===== src/rtl/quad_tx_exciter.sv =====
// quad_tx_exciter: one-hot 4-phase LO exciter with PTT/guard/symbol/tail sequencing
module quad_tx_exciter #(
  parameter int SYM_LEN   = 64,
  parameter int GUARD_LEN = 16
) (
  input  logic       if_clk,
  input  logic       reset,
  input  logic       tx_en,
  input  logic [1:0] sym_data,
  input  logic       sym_valid,
  output logic       sym_ready,
  output logic [3:0] quad_out,
  output logic       ptt,
  output logic       tx_active,
  output logic       underrun
);
  typedef enum logic [1:0] {IDLE, GUARD, RUN, TAIL} state_t;
  localparam logic [15:0] SYM_LAST   = 16'(SYM_LEN - 1);
  localparam logic [15:0] GUARD_LAST = 16'(GUARD_LEN - 1);
  state_t      state, state_n;
  logic [1:0]  lo_cnt, lo_n, phase, phase_n;
  logic [15:0] sym_cnt, sym_cnt_n, guard_cnt, guard_cnt_n;
  logic        boundary, guard_last, sym_end, underrun_n;
  assign lo_n       = lo_cnt + 2'd1;
  assign boundary   = lo_cnt == 2'd3;
  assign guard_last = guard_cnt == GUARD_LAST;
  assign sym_end    = sym_cnt == SYM_LAST;
  assign sym_ready  = tx_en & boundary & ((state == GUARD & guard_last) | (state == RUN & sym_end));
  assign ptt        = state != IDLE;
  assign tx_active  = state == RUN;
  // every state/counter change is gated to the LO boundary so no runt pulses reach the switches
  always_comb begin
    state_n     = state;
    phase_n     = phase;
    sym_cnt_n   = sym_cnt;
    guard_cnt_n = guard_cnt;
    underrun_n  = 1'b0;
    if (boundary)
      case (state)
        IDLE:
          if (tx_en) begin
            state_n     = GUARD;
            guard_cnt_n = '0;
          end
        GUARD:
          if (!guard_last) guard_cnt_n = guard_cnt + 16'd1;
          else if (!tx_en) begin
            state_n     = TAIL;
            guard_cnt_n = '0;
          end else if (sym_valid) begin
            state_n   = RUN;
            phase_n   = sym_data;
            sym_cnt_n = '0;
          end
        RUN:
          if (!sym_end) sym_cnt_n = sym_cnt + 16'd1;
          else begin
            sym_cnt_n = '0;
            if (!tx_en) begin
              state_n     = TAIL;
              guard_cnt_n = '0;
              phase_n     = '0;
            end else if (sym_valid) phase_n = sym_data;
            else underrun_n = 1'b1;
          end
        TAIL:
          if (guard_last) state_n = IDLE;
          else guard_cnt_n = guard_cnt + 16'd1;
        default: state_n = IDLE;
      endcase
  end
  always_ff @(posedge if_clk) begin
    if (reset) begin
      lo_cnt    <= '0;
      state     <= IDLE;
      phase     <= '0;
      sym_cnt   <= '0;
      guard_cnt <= '0;
      quad_out  <= '0;
      underrun  <= 1'b0;
    end else begin
      lo_cnt    <= lo_n;
      state     <= state_n;
      phase     <= phase_n;
      sym_cnt   <= sym_cnt_n;
      guard_cnt <= guard_cnt_n;
      quad_out  <= state_n == RUN ? 4'b0001 << 2'(lo_n + phase_n) : 4'b0000;
      underrun  <= underrun_n;
    end
  end
endmodule


===== config.mk =====
export PLATFORM = sky130hd
export DESIGN_NAME = quad_tx_exciter
export DESIGN_NICKNAME = d
export VERILOG_FILES = /design/src/rtl/quad_tx_exciter.sv
export SDC_FILE = /design/constraint.sdc
export NUM_CORES = 1
export LEC_CHECK = 0
export BUFFER_PORTS_ARGS = -buffer_cell sky130_fd_sc_hd__buf_2
export CAP_MARGIN = 20
export CORE_ASPECT_RATIO = 1.5
export CORE_MARGIN = 2
export CORE_UTILIZATION = 30
export CTS_CLUSTER_DIAMETER = 200
export DETAILED_ROUTE_END_ITERATION = 10
export SLEW_MARGIN = 20
export SYNTH_ARGS = -nofsm -noshare
export SYNTH_HDL_FRONTEND = slang
export SYNTH_SLANG_ARGS = --single-unit

===== constraint.sdc =====
create_clock -name if_clk -period 3.3 [get_ports if_clk]
set_input_delay 0.33 -clock if_clk [delete_from_list [all_inputs] [get_ports if_clk]]
set_output_delay 0.33 -clock if_clk [all_outputs]
set_load 0.02 [all_outputs]

# Word-level counts from Yosys, hierarchy flattened
# Cells that the tools add are included.
# word_totals
in_bits,6
output_inout_bits,8
register_bits,43
wordCells,70
# op_classes
bitwise_logic,10
eq_ne,13
shift,1
muxes,28
reduce_logical,7
n_addsub,4
# op_table
cell,n
16-bit two-way mux,9
16-bit one-hot mux with 4 select lines,1
"16-bit by 1-bit adder with 16-bit output, second input constant",2
16-bit one-hot mux with 2 select lines,1
2-bit two-way mux,14
"16-bit by 4-bit == test with 1-bit output, second input constant",1
"16-bit by 6-bit == test with 1-bit output, second input constant",1
"2-bit inequality test, second input constant",5
"2-bit == test, second input constant",4
2-bit one-hot mux with 4 select lines,1
1-bit NOT,5
5-bit AND reduction,1
5-bit OR reduction,1
1-bit bitwise AND,4
2-bit one-hot mux with 2 select lines,1
4-bit AND reduction,1
2-bit nonzero test,2
"1-bit by 2-bit << shifter with 4-bit output, first input constant",1
"2-bit by 1-bit adder with 2-bit output, second input constant",1
2-bit adder,1
"2-bit by 1-bit == test with 1-bit output, second input constant",1
2-bit zero test,1
"2-bit by 1-bit inequality test with 1-bit output, second input constant",1
2-bit OR reduction,1
2 further kinds,2

# Logic depth before layout (Yosys ltp)
# depth
ltp_word,8
mapped_depth,12
depth_no_buf,12

# Least setup slack after synthesis
# Ideal clock, no wire load.
# synth_path
path_kind,reg-to-reg
start,register guard_cnt[11]
end,register quad_out[0]
period_less_slack_ns,2.897
setup_slack_ns,0.403
required_time_ns,3.222
setup_ns,0.078
path_buffers,0
stages_incl_launch_ff,11
t_arrival_ns,2.819
path_cell_list,dfxtp_1 or4_4 or4_4 nand2_2 nand4_4 a22o_2 ha_1 xnor2_1 and2_1 a32o_1 nor3_1
# synth_between
word_cells_on_any_way,13
cone_classes,add/sub: 1; eq/ne: 2; shift: 1; mux: 7; bitwise: 1; reduce/logical: 1
# synth_lines
element,line_no,rtl
from (decl),22,"logic [15:0] sym_cnt, sym_cnt_n, guard_cnt, guard_cnt_n;"
from (signal assigned),86,guard_cnt <= guard_cnt_n;
16-bit by 4-bit == test with 1-bit output,26,assign guard_last = guard_cnt == GUARD_LAST;
2-bit two-way mux,46,if (!guard_last) guard_cnt_n = guard_cnt + 16'd1;
2-bit one-hot mux with 2 select lines,39,case (state)
2-bit two-way mux,38,if (boundary)
named net phase_n[0],21,"logic [1:0] lo_cnt, lo_n, phase, phase_n;"
2-bit adder,87,quad_out <= state_n == RUN ? 4'b0001 << 2'(lo_n + phase_n) : 4'b0000;
1-bit by 2-bit << shifter with 4-bit output,87,
to (signal assigned),87,
to (decl),12,"output logic [3:0] quad_out,"
# The timed path passes the listed nets, and every way through them passes these cells.
# A chain may end at the register's enable or synchronous reset.

# Worst setup path after layout
# layout_path
start,register guard_cnt[7]
end,register quad_out[1]
# Same word-level chain as after synthesis.

==> metrics.md <==
| Metric | Value |
|---|---|
| CORE AREA | about 7600 sq um |
| Placed Instances | 394 |
| R2r endpoint | quad_out[1]$_SDFF_PP0_ |
| Post-Route Skew | 0.003126 ns |
| # diodes | 0 |
| Pwr Total | 0.001057 W |
| Gr ovfl total | 0 |
| Die X-Extent | 76.11 um |
| Async S/R FF share, synth | 0% |
| Filler cell count | 798 |
| Critical Path Most Common Cell | or4_4 |
| Drt pass-1 iters | 4 |
| Ys Warns | 0 |
| HP Class | input port to flop |
| Final min period | just over 3 ns |
| Die area | ~8500 sq um |
| CP max stage delay | 0.57 ns |
| Hold wc startpoint | sym_data[1] |
| Post-route ant nets | 0 |
| CTS Hold Buffers Added | 0 |
| Crit Path Class | flop to flop |
| Max-slew violations | 0 |
| Longest Clk Path Bufs | 2 |
| NumNets Final | 313 |
| Reg2reg setup slack | 0.21 ns |
| WL per Instance | 13.23 um |
| CP startpoint | guard_cnt[7]$_SDFFE_PP0P_ |
| CP Max Fanout | 7 |
| Setup Buffers After CTS | 0 |
| Net count after synthesis | 292 |
| Maximum vdd drop | 0.1987 mV |
| Startpoint types | flop |
| Commonest non-fill, non-tap cell in the layout | dfxtp_1 |
| Reg2Reg Depth | 10 |
| RR Startpoint | guard_cnt[7]$_SDFFE_PP0P_ |
| Layout Cells excl Fill | 401 |
| Worst-path clk slew | 0.06 ns |
| Total CTS buffers | 5 |
| WL final | approximately 5300 um |
| Final HPWL DP | between 3000 and 4000 um |
| Worst Path Arrival | between 3 and 4 ns |
| Measured slew at the worst slew-check pin | 0.7237 ns |
| H-tree depth | 2 |
| Gate Count Post-Synth | around 280 |
| Worst-path cell chain | or4_4 -> or4_4 -> nand2_2 -> nand4_4 -> a22o_2 -> ha_1 -> xnor2_1 -> and2_1 -> a32o_1 -> nor3_1 |
| PD cells | 391.6 nW/um^2 |
| Worst setup EP type | flop |
| Number of flops mapped to enable cells by yosys | 0 |
| Max Freq | 323.2 MHz |
| Clock latency on the worst-skew pair | around 0.28 ns |
| CTS root buffer | clkbuf_16 |
| Worst Path Required | 3.50 ns |
| Final Hold Fails | 0 |
| Relative slew slack | between 50% and 60% |
| Vias | 2126 |
| Most used flip-flop cell after synthesis | dfxtp_1 |
| Share of layout cells above drive strength 1 | 12.71% |
| MaxCap Viol Count | 0 |
| Tot GR Track Use | 13.03% |
| Leakage | around 0.95 nW |
| Drt drc | 0 |
| Starting DRT DRC Count | 92 |
| Hold path depth | 3 |
| Most frequent cells in the layout | 43 x dfxtp_1, 31 x nor2_1, 19 x o21ai_0, 17 x nand2_1, 16 x a21oi_1 |
| Post-CTS Resized | 0 |
| Gpl congestion | 0.8522 |
| Clk sink count | 43 |
| Status | finished, final reports clean |
| Post-Synthesis Cell Area | 2340 sq um |
| WHS Endpoint | phase[1]$_SDFF_PP0_ |
| Post-synth cell types | 54 |
| Layout area overhead | 15.40% |
| #FFs+latches synth | 43 |
| Largest net degree at the start of global routing | 25 |
| CTS tree | built |
| Syn_area_per_cell | 8.416 sq um |
| Period utilization | 93.76% |
| Die Ht | 112.2 um |
| Global-route wire length before repair | 9177 um |
| Final setup vio count | 0 |
| Initial antenna violation count | 0 |
| RSZ-0062 raised after global routing | false |
| Register area share after synthesis | 36.79% |
| Vias in the first global route | 1973 |
| I/O Buffers | 13 |
| Rows | 39 |
| Setup TNS | 0 ns |
| Starting Density | 30.74% |
| Via/cell ratio | 5.302 |
| CP max-delay cell | or4_4 |
| IO Pins | 14 |
cell type report:
type | instances | area [sq um] | share of cell area [%]
inverters | 7 | 26.28 | 0.9731
clock buffers | 6 | 138.9 | 5.144
repair buffers | 19 | 110.1 | 4.078
clock inverters | 1 | 5.005 | 0.1854
multi-input cells | 223 | 1431 | 53.01
well taps | 102 | 127.6 | 4.727
flip-flops and latches | 43 | 860.8 | 31.88
power by group:
| part | leakage (nW) | total, W | internal, W | switching, W |
|---|---|---|---|---|
| sequential | 0.347 | 0.000523 | 0.000522 | 0.00000132 |
| clock | 0.0727 | 0.000485 | 0.000295 | 0.000189 |
| combinational | 0.526 | 0.0000496 | 0.0000172 | 0.0000324 |
| total | 0.945 | 0.00106 | 0.000834 | 0.000223 |
per-layer routing:
| metal | vias up | routed length, um | GRT usage, % |
|---|---|---|---|
| met3 | 8 | 139 | 2.331 |
| met2 | 29 | 2739 | 23.69 |
| li1 | 1085 | - | - |
| met4 | 0 | 90 | 5.939 |
| met1 | 1004 | 2337 | 14.76 |
| met5 | - | 0 | 0 |
state kept, by name, indices dropped and copies added (netlist names):
register and count:
state 2, underrun 1, quad_out 4, lo_cnt 2
phase 2, sym_cnt 16, guard_cnt 16
worst max path at each step:
stage | end | slack, ns | depth (start not counted)
global route | quad_out[1]$_SDFF_PP0_ | 0.06 | 10
floorplan | quad_out[0]$_SDFF_PP0_ | 0.40 | 10
global placement | quad_out[0]$_SDFF_PP0_ | 0.29 | 10
finish | quad_out[1]$_SDFF_PP0_ | 0.21 | 10
detailed placement | quad_out[0]$_SDFF_PP0_ | 0.24 | 10
CTS | quad_out[1]$_SDFF_PP0_ | 0.23 | 10
through the flow:
stage / setup slack (ns) / instance area, sq um / utilization (%) / hold slack [ns]
floorplan: 0.4034 / 2340 / - / 0.4173
global placement: 0.2914 / 2556 / 33.58 / 0.4352
detailed placement: 0.2432 / 2556 / 33.58 / 0.4436
CTS: 0.2256 / 2700 / 35.47 / 0.3590
global route: 0.06130 / 2700 / 35.47 / 0.3871
finish: 0.2059 / 2700 / 35.47 / 0.3636
worst max-delay path, delay by kind of cell, from the launching register on:
kind                     cells  cell delay [ns]
XOR/XNOR                     1             0.17
AO/OA/AOI/OAI                2             0.51
flip-flops                   1             0.36
AND/OR/NAND/NOR              6             1.77
adder cells (fa/ha/maj)      1             0.19
synth_stat cells (all sizes together), types with 2 or more instances:
| master | count | area [sq um] |
|---|---|---|
| xnor2 | 8 | 70.07 |
| or3 | 3 | 18.77 |
| o21a | 3 | 22.52 |
| and4 | 3 | 26.28 |
| a21oi | 17 | 88.84 |
| or4 | 5 | 48.79 |
| o21ai | 21 | 105.1 |
| a21boi | 2 | 15.01 |
| nand2b | 4 | 25.02 |
| a22oi | 3 | 22.52 |
| xor2 | 6 | 52.55 |
| nand3 | 9 | 45.04 |
| a211oi | 7 | 52.55 |
| a311oi | 2 | 17.52 |
| nand4 | 8 | 65.06 |
| a31oi | 3 | 18.77 |
| nand4b | 2 | 17.52 |
| and2 | 3 | 18.77 |
| buf | 2 | 10.01 |
| and3 | 9 | 57.56 |
| nor4 | 8 | 71.32 |
| o211ai | 2 | 15.01 |
| dfxtp | 43 | 860.8 |
| nor3 | 12 | 60.06 |
| inv | 7 | 26.28 |
| nand2 | 18 | 70.07 |
| o21bai | 2 | 15.01 |
| nor2 | 31 | 116.4 |
| ha | 8 | 100.1 |
| clkbuf | 3 | 11.26 |
| nor3b | 3 | 27.52 |
| nor2b | 8 | 50.05 |
cell families after synthesis:
| logic type | after synthesis | share of synthesized area, % |
|---|---|---|
| simple gates | 129 | 31.87 |
| compound gates | 72 | 19.79 |
| flops | 43 | 36.79 |
| xor+xnor | 14 | 5.241 |
| buf+inv | 12 | 2.032 |
| fa+ha+maj | 8 | 4.278 |
Power figures use the tool's default switching activity.
